**src/rtl/srp_pkg.sv**
```systemverilog
// srp_pkg: shared types and sizes for the SRP sync-buffer capture path.
package srp_pkg;

    localparam int SRP_DEPTH = 2096;
    localparam int SRP_AW    = 12;
    localparam int SRP_DW    = 32;

    typedef enum logic [1:0] {
        CAPTURE,
        POST,
        HOLD,
        READOUT
    } srp_state_e;

endpackage

```
**src/rtl/srp_out_fifo2.sv**
```systemverilog
// srp_out_fifo2: two-entry output FIFO; the writer uses count to
// avoid pushing when full, the reader sees a valid/ready head.
module srp_out_fifo2
    import srp_pkg::*;
#(
    parameter int DW = SRP_DW
) (
    input  logic                 clk,
    input  logic                 rstn,
    input  logic signed [DW-1:0] in_data,
    input  logic                 in_valid,
    output logic signed [DW-1:0] out_data,
    output logic                 out_valid,
    input  logic                 out_ready,
    output logic [1:0]           count
);

    logic signed [DW-1:0] mem [2];
    logic wp;
    logic rp;
    logic push;
    logic pop;

    assign push      = in_valid;
    assign out_valid = (count != 2'd0);
    assign pop       = out_valid && out_ready;
    assign out_data  = mem[rp];

    always_ff @(posedge clk or negedge rstn) begin
        if (!rstn) begin
            mem[0] <= '0;
            mem[1] <= '0;
            wp     <= 1'b0;
            rp     <= 1'b0;
            count  <= 2'd0;
        end else begin
            if (push) begin
                mem[wp] <= in_data;
                wp      <= ~wp;
            end
            if (pop) begin
                rp <= ~rp;
            end
            unique case ({push, pop})
                2'b10:   count <= count + 2'd1;
                2'b01:   count <= count - 2'd1;
                default: count <= count;
            endcase
        end
    end

endmodule

```
**src/rtl/srp_capture_sequencer.sv**
```systemverilog
// srp_capture_sequencer: circular pre/post-trigger capture into the sync
// BRAM, then oldest-first valid/ready replay of the captured window.
module srp_capture_sequencer
    import srp_pkg::*;
#(
    parameter int DEPTH    = SRP_DEPTH,
    parameter int AW       = SRP_AW,
    parameter int DW       = SRP_DW,
    parameter int POST_LEN = 512
) (
    input  logic                 clk,
    input  logic                 rstn,
    input  logic signed [DW-1:0] s_data,
    input  logic                 s_valid,
    input  logic                 sync_trig,
    input  logic                 rd_start,
    output logic                 bram_en,
    output logic                 bram_we,
    output logic [AW-1:0]        bram_addr,
    output logic signed [DW-1:0] bram_di,
    input  logic signed [DW-1:0] bram_dout,
    output logic signed [DW-1:0] m_data,
    output logic                 m_valid,
    input  logic                 m_ready,
    output logic                 m_last,
    output logic                 busy,
    output logic                 s_drop
);

    localparam logic [AW:0]   DEPTH_C = (AW+1)'(DEPTH);
    localparam logic [AW:0]   POST_C  = (AW+1)'(POST_LEN);
    localparam logic [AW-1:0] LAST_A  = AW'(DEPTH - 1);

    srp_state_e state;
    srp_state_e state_n;

    logic [AW-1:0] wr_ptr;
    logic [AW-1:0] rd_addr;
    logic [AW:0]   fill;
    logic [AW:0]   post_cnt;
    logic [AW:0]   rd_iss;
    logic [AW:0]   rd_cnt;
    logic          inflight;
    logic          wr_go;
    logic          rd_go;
    logic          pop;
    logic [1:0]    occ;
    logic [2:0]    slots;

    assign wr_go  = s_valid && (state == CAPTURE || state == POST);
    assign pop    = m_valid && m_ready;
    assign busy   = (state != CAPTURE);
    assign m_last = m_valid && (rd_cnt == fill - 1'b1);
    // the head leaving this cycle frees its slot, so a steady stream never bubbles
    assign slots  = {1'b0, occ} + {2'b00, inflight} - {2'b00, pop};

    always_comb begin
        state_n   = state;
        bram_en   = 1'b0;
        bram_we   = 1'b0;
        bram_addr = '0;
        bram_di   = '0;
        rd_go     = 1'b0;
        s_drop    = 1'b0;
        unique case (state)
            CAPTURE: begin
                if (sync_trig) begin
                    state_n = (POST_LEN == 0) ? HOLD : POST;
                end
            end
            POST: begin
                if (s_valid && post_cnt == POST_C - 1'b1) begin
                    state_n = HOLD;
                end
            end
            HOLD: begin
                s_drop = s_valid;
                if (rd_start) begin
                    state_n = (fill == '0) ? CAPTURE : READOUT;
                end
            end
            READOUT: begin
                s_drop = s_valid;
                rd_go  = (rd_iss < fill) && (slots < 3'd2);
                if (pop && m_last) begin
                    state_n = CAPTURE;
                end
            end
            default: state_n = CAPTURE;
        endcase
        if (wr_go) begin
            bram_en   = 1'b1;
            bram_we   = 1'b1;
            bram_addr = wr_ptr;
            bram_di   = s_data;
        end else if (rd_go) begin
            bram_en   = 1'b1;
            bram_addr = rd_addr;
        end
    end

    always_ff @(posedge clk or negedge rstn) begin
        if (!rstn) begin
            state    <= CAPTURE;
            wr_ptr   <= '0;
            rd_addr  <= '0;
            fill     <= '0;
            post_cnt <= '0;
            rd_iss   <= '0;
            rd_cnt   <= '0;
            inflight <= 1'b0;
        end else begin
            state    <= state_n;
            inflight <= rd_go;
            if (wr_go) begin
                wr_ptr <= (wr_ptr == LAST_A) ? '0 : wr_ptr + 1'b1;
                if (fill != DEPTH_C) begin
                    fill <= fill + 1'b1;
                end
            end
            if (state == CAPTURE && sync_trig) begin
                post_cnt <= '0;
            end else if (state == POST && s_valid) begin
                post_cnt <= post_cnt + 1'b1;
            end
            if (state == HOLD && rd_start) begin
                rd_addr <= (fill == DEPTH_C) ? wr_ptr : '0;
                rd_iss  <= '0;
                rd_cnt  <= '0;
            end
            if (rd_go) begin
                rd_addr <= (rd_addr == LAST_A) ? '0 : rd_addr + 1'b1;
                rd_iss  <= rd_iss + 1'b1;
            end
            if (pop) begin
                rd_cnt <= rd_cnt + 1'b1;
            end
            // a finished replay reopens the buffer empty
            if (state != CAPTURE && state_n == CAPTURE) begin
                wr_ptr <= '0;
                fill   <= '0;
            end
        end
    end

    srp_out_fifo2 #(
        .DW(DW)
    ) u_fifo (
        .clk      (clk),
        .rstn     (rstn),
        .in_data  (bram_dout),
        .in_valid (inflight),
        .out_data (m_data),
        .out_valid(m_valid),
        .out_ready(m_ready),
        .count    (occ)
    );

endmodule

```
**config.mk**
```make
export PLATFORM = sky130hd
export DESIGN_NAME = srp_capture_sequencer
export DESIGN_NICKNAME = d
export VERILOG_FILES = /design/src/rtl/srp_pkg.sv /design/src/rtl/srp_out_fifo2.sv /design/src/rtl/srp_capture_sequencer.sv
export SDC_FILE = /design/constraint.sdc
export NUM_CORES = 1
export LEC_CHECK = 0
export ABC_AREA = 1
export BUFFER_PORTS_ARGS = -buffer_cell sky130_fd_sc_hd__buf_2
export CORE_ASPECT_RATIO = 0.9
export CORE_UTILIZATION = 55
export DETAILED_ROUTE_END_ITERATION = 6
export PLACE_DENSITY = 0.79
export SYNTH_ARGS = -nofsm -noshare
export SYNTH_HDL_FRONTEND = slang
export SYNTH_SLANG_ARGS = --single-unit
```
**constraint.sdc**
```tcl
create_clock -name clk -period 5.3 [get_ports clk]
set_clock_uncertainty 0.1 [all_clocks]
set_input_delay 0.265 -clock clk [delete_from_list [all_inputs] [get_ports clk]]
set_output_delay 0.265 -clock clk [all_outputs]
set_load 0.005 [all_outputs]
```
* Word level (Yosys, flattened, before mapping) *
Index checks and enable logic that the tools add are counted.

word-level totals
  bits in registers = 147
  latch bits = 0
  memory bits (writable) = 0
  output and inout port bits = 82
  memory bits (read-only) = 0
  input port bits = 70
  logic and storage cells = 105
  memories = 0

cells by class
  shifts and indexed selects = 0
  multiply operators = 0
  divide/modulo/power cells = 0
  $add $sub $neg = 11
  magnitude comparators = 5
  reductions and logical operators = 25
  multiplexer cells = 36
  eq/ne operators = 11
  bitwise operators = 4

operators by type and width
  kind                   count
  $mux 32                5
  $mux 12                9
  $mux 13                8
  $bwmux 64              1
  $add 13x1->13 const B  4
  $demux 32 s1           1
  $add 12x1->12 const B  2
  $eq 12x12->1 const B   2
  $reduce_bool 2->1      8
  $eq 13x12->1 const B   1
  $eq 13x13->1           1
  $eq 13x9->1 const B    1
  $logic_not 13->1       1
  $lt 13x13->1           1
  $ne 13x12->1 const B   1
  $sub 13x1->13 const B  1
  $logic_and 1x1->1      11
  $mux 2                 5
  $pmux 2 s4             1
  $eq 2x2->1 const B     3
  $mux 1                 5
  $eq 2x1->1 const B     2
  $ge 2x2->1 const B     2
  $logic_not 2->1        2
  other kinds (12)       14

* Longest topological paths before layout *
Gate-level depths: netlist (run 1).

  depth after elaboration = 10
  mapped depth = 17

* Hierarchy *
Synthesis (run 1) repeated with hierarchy kept, for this count alone.

second synthesis, totals
  cells, all modules = 1183
  area, all modules = 8704.6 um2

by module, submodules not included
  module                 times used  area each (um2)  cells each
  srp_capture_sequencer  1           5640.4           815
  srp_out_fifo2          1           3064.2           368

* Worst setup path before layout (run 1) *
OpenSTA, ideal clock, no wires.

  kind = register to output
  start point = reg u_fifo.count[1]
  end point = out bram_addr[10]
  cell stages (with the launch flop) = 15
  buffers on the path = 3
  required time = 4935 ps
  setup slack = 2157 ps
  arrival time = 2778 ps
  cell sequence = dfrtp_1 inv_1 nand2_1 nand2_1 inv_1 buf_2 ha_1 or2_2 fa_1 xor2_1 nor2_1 nand4_1 buf_2 clkbuf_1 o21ai_0

between the ends
  longest elaborated chain between the ends = 8

RTL lines
  item                    line                         text
  from (decl)             srp_out_fifo2.sv:15          output logic [1:0] count
  from (signal assigned)  srp_out_fifo2.sv:45          2'b10: count <= count + 2'd1;
  from (signal assigned)  srp_out_fifo2.sv:46          2'b01: count <= count - 2'd1;
  from (signal assigned)  srp_out_fifo2.sv:47          default: count <= count;
  $reduce_bool 2->1       srp_out_fifo2.sv:25          assign out_valid = (count != 2'd0);
  net m_valid             srp_capture_sequencer.sv:23  output logic m_valid,
  $logic_and 1x1->1       srp_capture_sequencer.sv:51  assign pop = m_valid && m_ready;
  net pop                 srp_capture_sequencer.sv:46  logic pop;
  $sub 3x1->3             srp_capture_sequencer.sv:55  assign slots = {1'b0, occ} + {2'b00, inflight} - {2'b00, pop};
  $lt 3x2->1              srp_capture_sequencer.sv:84  rd_go = (rd_iss < fill) && (slots < 3'd2);
  $logic_and 1x1->1       srp_capture_sequencer.sv:84
  $mux 1                  srp_capture_sequencer.sv:65  unique case (state)
  $mux 12                 srp_capture_sequencer.sv:96  end else if (rd_go) begin
  $mux 12                 srp_capture_sequencer.sv:91  if (wr_go) begin
  to (decl)               srp_capture_sequencer.sv:19  output logic [AW-1:0] bram_addr,

The timed path passes the listed nets, and every way through them passes these cells.

* Worst setup path after layout (run 1) *
  start point = reg u_fifo.count[1]
  end point = out bram_addr[2]

between the ends
  longest elaborated chain between the ends = 8

RTL lines
  item                                                                 line
  parallel branches: the longest is 2 deep, another holds $add 2x1->3  n/a
  $sub 3x1->3 *                                                        srp_capture_sequencer.sv:55
  $lt 3x2->1 *                                                         srp_capture_sequencer.sv:84
  $logic_and 1x1->1 *                                                  srp_capture_sequencer.sv:84
  $mux 1 *                                                             srp_capture_sequencer.sv:65
  $mux 12 *                                                            srp_capture_sequencer.sv:96
  $mux 12 *                                                            srp_capture_sequencer.sv:91

Mark *: on every way between the ends.

==> results.toml, run 1 <==
[clock_network]
clock_latency_ps = 430
numCtsBuffers = 17
cts_buffer_depth = 2
cts_tree = "built"
numClockSinks = 147
cts_resized = 0
clk_pin_slew_worst_paths_ps = 70
h-tree-depth = 4
cts_root_buf = "clkbuf_16"
cts_setup_buffers = 0
postCtsHoldBufs = 11

[grt]
grt_pass1_vias = 7321
grtUsageTotal_pct = 26.93
gr-total-overflow = 0
grt_pass1_wl_um = 35130
grt_max_degree = 111
antenna_found_initial = 0

[drt]
drc = 0
ant_nets = 0
wl_um = 21300
route.met3.wl_um = 1377
wl_met2_um = 9684
wl_met1_um = 9975
first_pass_iters = 5
wl_per_cell_um = 13.84
drt_iter0_drc = 624
vias = 8165
highest_layer = "met4"
vias_per_cell = 5.305

[timing]
fin_setup_tns_ps = 0
rsz0062_at_grt = "no"
setup_viol = 0
tightestPinTransition_ps = 1051
fin_ws_ps = 863.7
fmax_ghz = 0.2254
min_period_ps = 4436
post-route-period-util_pct = 83.70
final_hold_viol_count = 0
max_slew_margin_pct = 29.96
slew_viol_final = 0

[synthesis]
ys_async_sr_fraction_pct = 100.0
ys_seq_elements = 147
yosysUniqueCellTypes = 50
ys.flop_type = "dfrtp_1"
ys.warnings.count = 0
synth_top_area_share_pct = 42.32
yosys.area.top_type = "dfrtp_1"
synth_area_leaders = "dfrtp_1 (42%), nand2_1 (14%), inv_1 (7.9%)"
syn-mean-instance-area_um2 = 7.354
syn_inst = 1182
synth_edf_count = 0
syn_area_mm2 = 0.008692
seq_area_frac_synth_pct = 42.32
syn-num-nets = 1274

[setup_path]
critPathKind = "reg -> out"
arrival_ps = 4070
cp-end-kind = "output port"
start_kind = "flip-flop"
slowest_stage = "nand4_1"
max_stage_delay_ps = 500
crit_path_cell_trace = "inv_1 > nand2_1 > nand2_1 > inv_1 > ha_1 > or2_2 > fa_1 > xor2_1 > nor2_1 > nand4_1 > buf_4 > o21ai_0 > buf_2"
cp.required_ps = 4930
worstReg2RegStart = "u_fifo.count[1]$_DFFE_PN0P_"
critical_path_peak_fanout = 18
cp-startpoint = "u_fifo.count[1]$_DFFE_PN0P_"

[placement]
io_buffer_count = 151
pre_cts_ws_ps = 1253
hpwlAfterDp_um = 14570
gp_congestion = 0.8843

[final_layout]
drive_gt1_share_pct = 17.13
finalNetCount = 1416
num_antenna_cells = 0
regArea_mm2 = 0.003679
layout_commonest_cell = "nand2_1"
final_cell_mix = "nand2_1 (320), inv_1 (182), buf_2 (150)"
area_delta_synth_final_pct = 17.68
multiInputGateArea_mm2 = 0.004086
fillers = 1301

[die]
die_w_um = 134.5
initial_core_util_pct = 56.29
num_io_pins = 152
core-area_mm2 = 0.01544
die_area_mm2 = 0.01631
chipHeight_um = 121.3
num_rows = 43

[outcome]
outcome = "finished clean"

[flow_run]
cap_violations = 0

[hold_path]
min_from = "bram_dout[13]"
hold_class = "in -> reg"

[power]
p_per_area_mw_per_mm2 = 360.7
ir_drop_mv = 0.2400
leakage_nw = 5.688
==> synth_stat cells, types with 2 or more instances <==
cell	number
nand2_1	322
inv_1	182
dfrtp_1	147
o21ai_0	103
nor2_1	101
nand3_1	70
xor2_1	32
clkbuf_1	29
a21oi_1	24
nor3_1	23
ha_1	21
nand4_1	13
o22ai_1	12
nand3_2	10
buf_2	9
o221ai_1	8
nor4_1	6
or2_2	6
buf_6	5
nand3b_1	5
a31oi_1	4
inv_2	4
nor2_2	4
o21ai_2	4
xnor2_1	4
clkinv_1	3
nand2_2	3
a221oi_1	2
a22o_1	2
a22oi_1	2
nand2_4	2
o21ai_1	2
==> flip-flops by register name (all words and copies together), names as in the netlist, 12 cells and up <==
name	flops
fill	13
rd_iss	13
post_cnt	13
rd_cnt	13
wr_ptr	12
rd_addr	12
u_fifo.mem	64
==> worst max-delay path: cells and delay by family, from the launching register on <==
kind                     cells  cell delay, ps
adder cells (fa/ha/maj)      2             700
flip-flops                   1             410
AND/OR/NAND/NOR              5            1200
XOR/XNOR                     1             160
AO/OA/AOI/OAI                1             180
buffers and inverters        4             990
==> where the power goes <==
part	total, mW	switching [mW]	leakage, nW	internal (mW)
clock network	1.20	0.537	0.285	0.668
registers	1.31	0.104	1.60	1.21
logic	1.17	0.722	3.80	0.449
==> worst paths after layout <==
check	to	slack, ps	cells past startpoint
setup / recovery	bram_addr[2]	860	13
hold / removal	u_fifo.mem[13]$_DFFE_PN0P_	4	3
setup reg to reg	rd_iss[2]$_DFFE_PN0P_	1170	13
hold reg to reg	u_fifo.mem[13]$_DFFE_PN0P_	380	2
max in group asynchronous	u_fifo.mem[40]$_DFFE_PN0P_	3600	3
min in group asynchronous	u_fifo.mem[60]$_DFFE_PN0P_	430	2
==> area by class of cell <==
type                       instances  area share, %
clock buffer                      17          4.159
clock inverter                    15          1.554
inverter                         189          6.936
multi-input combinational        801          39.95
sequential                       147          35.96
tap                              202          2.471
timing repair buffer             168          8.966
==> cells by family (layout without fill, tap and decap cells) <==
family / count (synthesis) / after routing / share of synthesized area, %
AND/OR/NAND/NOR: 571 / 571 / 28.65
buffers and inverters: 234 / 389 / 10.72
AO/OA/AOI/OAI: 170 / 170 / 11.06
flip-flops: 147 / 147 / 42.32
XOR/XNOR: 37 / 37 / 3.887
adder cells (fa/ha/maj): 22 / 22 / 3.253
multiplexers: 1 / 1 / 0.1152
==> stage by stage <==
step | total power, mW | utilization, % | hold WS (ps) | cells | cell area [um2]
floorplan | 2.091 | - | -130.6 | 1182 | 8692
global placement | 2.462 | 61.75 | 362.4 | 1496 | 9534
detailed placement | 2.485 | 61.75 | 373.1 | 1496 | 9534
CTS | 3.698 | 66.24 | 3.566 | 1539 | 10230
global route | 3.925 | 66.24 | 17.65 | 1539 | 10230
finish | 3.690 | 66.24 | 3.829 | 1539 | 10230
==> layer usage <==
layer	track usage [%]	vias to the layer above
met3	4.302	26
met2	41.71	292
met5	0	-
met4	7.935	0
li1	-	4031
met1	38.95	3816
(Power assumes the default switching activity.)
==> run 2, diff against run 1 <==
- ABC_AREA: 1 -> 0
- clock period: 5.3 -> 4.3 ns (I/O delays scaled with it)
==> results.toml, run 2 <==
[outcome]
outcome = "finished clean"

[final_layout]
fillers = 1095
multiInputGateArea_mm2 = 0.004332
area_delta_synth_final_pct = 21.83
largest_register = "u_fifo.mem"
num_antenna_cells = 0
final_cell_mix = "buf_2 (150), dfrtp_1 (147), mux2_2 (97)"
layout_commonest_cell = "buf_2"
finalNetCount = 1103
regArea_mm2 = 0.003679
drive_gt1_share_pct = 29.72
largest_reg_flops = 64
fin_cells = 1221

[power]
clock_power_share_pct = 33.0
netSwitchingFraction_pct = 33.74
power_mw = 4.386
ir_drop_mv = 0.3604
p_int_mw = 2.906
power_switching_mw = 1.480
p_comb_share_pct = 26.1
sequentialPowerShare_pct = 40.9
leakage_nw = 4.958
p_per_area_mw_per_mm2 = 433.1

[die]
chipHeight_um = 118.6
num_io_pins = 152
initial_core_util_pct = 56.49
die_area_mm2 = 0.01561
die_w_um = 131.6
core-area_mm2 = 0.01471
num_rows = 42

[placement]
gp_congestion = 0.8872
pre_cts_ws_ps = 476.0
dpl.cell_count = 1157
hpwlAfterDp_um = 12850
io_buffer_count = 151

[hold_path]
whs_path_depth = 4
holdPathEnd = "wr_ptr[8]$_DFFE_PN0P_"
hold_class = "in -> reg"
min_from = "rd_start"

[synthesis]
yosysMostFrequentCell = "dfrtp_1"
syn-mean-instance-area_um2 = 9.848
yosys.area.top_type = "dfrtp_1"
synth-simple-area-share_pct = 18.91
syn_inst = 844
synthMuxAreaShare_pct = 13.86
synth_common_cells = "dfrtp_1 (147), mux2_2 (97), nand2_1 (69), nor2_1 (69), o21ai_0 (50)"
synth_area_leaders = "dfrtp_1 (44%), mux2_2 (13%), ha_1 (3.2%)"
ys.flop_type = "dfrtp_1"
synth_top_area_share_pct = 44.26
seq_area_frac_synth_pct = 44.26
syn_area_mm2 = 0.008312
ys_seq_elements = 147
synthXorXnorAreaFrac_pct = 5.163
ys.warnings.count = 0
syn-num-nets = 936
yosysUniqueCellTypes = 57
synth_edf_count = 0
ys_async_sr_fraction_pct = 100.0
synth_top_family_by_area = "simple AND/OR/NAND/NOR gates"
synth_compound_gate_area_share_pct = 10.60
synthAdderAreaFrac_pct = 3.402

[drt]
vias_per_cell = 5.671
ant_nets = 0
drc = 0
wl_per_cell_um = 16.69
wl_um = 20380
drt_iter0_drc = 475
first_pass_iters = 5
vias = 6924

[clock_network]
h-tree-depth = 4
cts_setup_buffers = 0
cts_buffer_depth = 2
numClockSinks = 147
cts_tree = "built"
cts_root_buf = "clkbuf_16"
clk_pin_slew_worst_paths_ps = 60
numCtsBuffers = 17
clock_latency_ps = 430

[timing]
setup_viol = 0
min_period_ps = 4038
fmax_ghz = 0.2477
fin_setup_tns_ps = 0
final_hold_viol_count = 0
slew_viol_final = 0
fin_ws_ps = 262.2
tightestPinTransition_ps = 1090
post-route-period-util_pct = 93.90
max_slew_margin_pct = 27.35
whs_ps = 96.12

[setup_path]
critical_path_peak_fanout = 30
critPathKind = "reg -> out"
ff2ff_setup_slack_ps = 540
timing.rr.end = "rd_addr[9]$_DFFE_PN0P_"
arrival_ps = 3720
worstReg2RegStart = "u_fifo.count[1]$_DFFE_PN0P_"
cp.required_ps = 3980
start_kind = "flip-flop"
cp-end-kind = "output port"
r2r_cells = 14

[grt]
gr-total-overflow = 0
grt_pass1_vias = 6765
antenna_found_initial = 0
grtUsageTotal_pct = 27.12
grt_max_degree = 122
grt_pass1_wl_um = 33870

[flow_run]
cap_violations = 0
run 2: cell types whose count changed after synthesis, moves of 9 or more:
cell	before	now
a31oi_1	4	13
and2_1	0	35
and3_1	0	19
inv_1	182	27
mux2_2	0	97
nand2_1	322	69
nand2b_1	0	15
nand3_1	70	37
nand3_2	10	1
nor2_1	101	69
o21ai_0	103	50
xnor2_1	4	28
xor2_1	32	21
run 2: stage by stage:
stage | instance area, um2 | utilization [%]
after global placement | 9199 | 62.52
final | 10130 | 68.82
after global routing | 10130 | 68.82
after detailed placement | 9199 | 62.52
after floorplan | 8312 | -
after CTS | 10110 | 68.68
run 2: worst max-delay path by stage:
stage                                startpoint      endpoint
floorplan           u_fifo.count[1]$_DFFE_PN0P_  bram_addr[0]
global placement    u_fifo.count[1]$_DFFE_PN0P_  bram_addr[1]
detailed placement  u_fifo.count[1]$_DFFE_PN0P_  bram_addr[0]
CTS                 u_fifo.count[1]$_DFFE_PN0P_  bram_addr[0]
global route        u_fifo.count[1]$_DFFE_PN0P_  bram_addr[1]
finish              u_fifo.count[1]$_DFFE_PN0P_  bram_addr[5]
run 2: final cells by class:
cell class / instances / area share, %
clock buffers: 17 / 4.201
multi-input cells: 622 / 42.78
inverters: 27 / 1.001
flip-flops and latches: 147 / 36.33
repair buffers: 196 / 11.80
well taps: 198 / 2.447
clock inverters: 14 / 1.446
run 2: power groups by stage:
stage / clock network [mW] / logic, mW / registers (mW)
6_report: 1.45 / 1.15 / 1.79
5_1_grt: 1.53 / 1.27 / 1.82
3_5_place_dp: 0 / 1.09 / 1.80
3_3_place_gp: 0 / 1.07 / 1.80
4_1_cts: 1.47 / 1.13 / 1.78
2_1_floorplan: 0 / 0.869 / 1.67
run 2: cell families after synthesis:
group,after synthesis
xor gates and xnor gates,49
AOI/OAI and AO/OA,142
DFF,147
adders and majority gates,22
and+or+nand+nor,306
buffers and inverters,75
muxes,103
run 2: routing by layer:
layer  wire, um  GRT usage (%)  vias up
li1           -              -     3312
met3       1120          5.491       25
met1       9149          36.45     3376
met5          0              0        -
met2       9834          44.71      211
met4        279          7.195        0
run 2: critical path: stages, from the launching register on:
cell	delay [ps]
dfrtp_1	450
or2_2	350
nand2_1	100
inv_1	60
ha_1	280
nand2b_1	150
fa_1	500
nand3b_1	120
nor3_4	240
o21ai_0	150
a21o_2	280
inv_1	130
buf_12	180
a22o_1	160
buf_2	120
run 2: what timing repair did:
item,CTS,global route
setup endpoints to repair,7,7
hold buffers,33,0
resized for setup,1,5
hold endpoints to repair,184,0
==> run 3, diff against run 2 <==
- CORE_UTILIZATION: 55 -> 57
- GPL_TIMING_DRIVEN: unset -> 0
- PLACE_DENSITY: 0.79 -> 0.81
- SYNTH_HIERARCHICAL: unset -> 1
==> results.toml, run 3 <==
[grt]
grt_pass1_vias = 6777
antenna_found_initial = 0
grtUsageTotal_pct = 28.66
grt_busiest_layer = "met2"
grt_pass1_wl_um = 33180
grt_max_degree = 75
use_met1_pct = 36.74
grt_use_met2_pct = 47.13
gr-total-overflow = 0
grtUsageMet3_pct = 6.184

[clock_network]
h-tree-depth = 4
cts_buffer_depth = 2
cts_root_buf = "clkbuf_16"
numCtsBuffers = 17
cts_tree = "built"
clk_pin_slew_worst_paths_ps = 60
numClockSinks = 147
clock_latency_ps = 430

[synthesis]
syn-num-nets = 918
ys.warnings.count = 6
ys.flop_type = "dfrtp_1"
seq_area_frac_synth_pct = 44.31
ys_seq_elements = 147
yosysMostFrequentCell = "dfrtp_1"
synthAdderAreaFrac_pct = 3.406
synth_edf_count = 0
ys_async_sr_fraction_pct = 100.0
synthMuxAreaShare_pct = 14.03
synth_top_area_share_pct = 44.31
syn_area_mm2 = 0.008302
syn_inst = 826
yosys.area.top_type = "dfrtp_1"
yosysUniqueCellTypes = 62
synth_top_family_by_area = "simple AND/OR/NAND/NOR gates"
synth_common_cells = "dfrtp_1 (147), mux2_2 (95), nor2_1 (58)"
synth_compound_gate_area_share_pct = 10.44
synth-simple-area-share_pct = 19.40
syn-mean-instance-area_um2 = 10.05
synthXorXnorAreaFrac_pct = 4.748
synth_area_leaders = "dfrtp_1 (44%), mux2_2 (13%), ha_1 (3.2%)"

[timing]
final_hold_viol_count = 0
fin_ws_ps = 245.8
max_slew_margin_pct = 26.85
fmax_ghz = 0.2467
min_period_ps = 4054
post-route-period-util_pct = 94.28
slew_viol_final = 0
whs_ps = 30.16
tightestPinTransition_ps = 1087
rsz0062_at_grt = "no"
setup_viol = 0
fin_setup_tns_ps = 0

[hold_path]
hold_class = "in -> reg"

[drt]
wl_um = 20820
vias_per_cell = 5.681
drt_iter0_drc = 427
ant_nets = 0
vias = 7028
first_pass_iters = 6
drc = 0
wl_per_cell_um = 16.83

[die]
num_rows = 41
initial_core_util_pct = 58.85
die_area_mm2 = 0.01505
num_io_pins = 152
chipHeight_um = 116.5
die_w_um = 129.2
core-area_mm2 = 0.01411

[setup_path]
critical_path_peak_fanout = 10
start_kind = "flip-flop"
critPathKind = "reg -> out"
arrival_ps = 3740
cp.required_ps = 3980
cp-end-kind = "output port"

[flow_run]
cap_violations = 0

[placement]
hpwlAfterDp_um = 13590
gp_congestion = 0.8881
pre_cts_ws_ps = 146.4
io_buffer_count = 151

[final_layout]
largest_reg_flops = 64
fillers = 991
layout_commonest_cell = "buf_2"
drive_gt1_share_pct = 30.36
area_delta_synth_final_pct = 23.86
final_cell_mix = "buf_2 (159), dfrtp_1 (147), mux2_2 (95)"
finalNetCount = 1123
final_util_pct = 72.89
largest_register = "u_fifo/mem"
num_antenna_cells = 0

[power]
power_mw = 4.391
netSwitchingFraction_pct = 33.53
p_comb_share_pct = 28.5
clock_power_share_pct = 33.6
p_int_mw = 2.919
leakage_nw = 4.902
sequentialPowerShare_pct = 37.9
power_switching_mw = 1.472
p_per_area_mw_per_mm2 = 427.0
ir_drop_mv = 0.3370

[outcome]
outcome = "finished clean"
[run 3: changes by cell type in the layout (fill, tap and decap cells not counted), sizes merged, moves of 6 or more]
cell    before  now
a21oi       27   33
xnor2       28   22
nand2       69   57
o21ai       50   37
nor2        69   59
nor3        15   28
buf        163  170
clkbuf      17   44
[run 3: kinds of logic (layout without fill, tap and decap cells)]
group,count (synthesis),after routing
simple gates,305,305
buf+inv,67,285
xor+xnor,45,45
flops,147,147
compound gates,136,136
mux,104,104
fa+ha+maj,22,22
[run 3: critical path, stage by stage, from the launching register on]
cell,delay [ps]
dfrtp_1,440
or2_2,360
nand2_1,170
inv_4,80
ha_1,260
nand2b_1,150
fa_1,510
nand4b_1,120
a211o_1,350
a21oi_4,180
buf_6,160
clkbuf_4,210
a22o_1,180
buf_2,120
[run 3: final timing paths]
path                                              from                    endpoint  slack (ps)  cells after the start
max in group asynchronous                         rstn       rd_iss[1]$_DFFE_PN0P_        3000                      3
max reg2reg                u_fifo/count[0]$_DFFE_PN0P_       rd_iss[5]$_DFFE_PN0P_         560                     11
min                                            m_ready       u_fifo/rp$_DFFE_PN0P_          30                      3
max                        u_fifo/count[0]$_DFFE_PN0P_                bram_addr[6]         250                     13
min reg2reg                 u_fifo/mem[33]$_DFFE_PN0P_  u_fifo/mem[33]$_DFFE_PN0P_         410                      1
min in group asynchronous                         rstn  u_fifo/mem[27]$_DFFE_PN0P_         280                      2
[run 3: metal layers]
layer / wire length (um) / vias to the layer above
met2: 9947 / 234
met4: 489 / 0
li1: - / 3373
met3: 1192 / 47
met1: 9191 / 3374
met5: 0 / -
[run 3: timing repair]
item,CTS,global route
endpoints found under the setup margin,13,13
pin swaps,0,0
resized for setup,4,4
endpoints found under the hold margin,137,0
buffers inserted,0,1
hold buffers,33,0
[run 3: layout make-up]
class                           count  area, um2  area share, %
Clock buffer                       17      425.4          4.137
Tap cell                          193      241.5          2.348
Sequential cell                   147       3679          35.78
Timing Repair Buffer              186       1127          10.96
Inverter                           23      88.84         0.8640
Clock inverter                     15      161.4          1.570
Buffer                             44      229.0          2.227
Multi-Input combinational cell    612       4330          42.11
[run 3: stage by stage]
stage          instance area (um2)  std cells
5_1_grt                      10280       1237
4_1_cts                      10260       1236
3_5_place_dp                  9333       1171
6_report                     10280       1237
2_1_floorplan                 8302        826
3_3_place_gp                  9299       1170
[run 3: power groups by stage]
| stage | combinational (mW) | clock [mW] | sequential [mW] |
|---|---|---|---|
| global route | 1.40 | 1.56 | 1.68 |
| global placement | 1.16 | 0 | 1.67 |
| finish | 1.25 | 1.48 | 1.66 |
| floorplan | 0.846 | 0 | 1.64 |
| CTS | 1.24 | 1.49 | 1.66 |
| detailed placement | 1.19 | 0 | 1.68 |
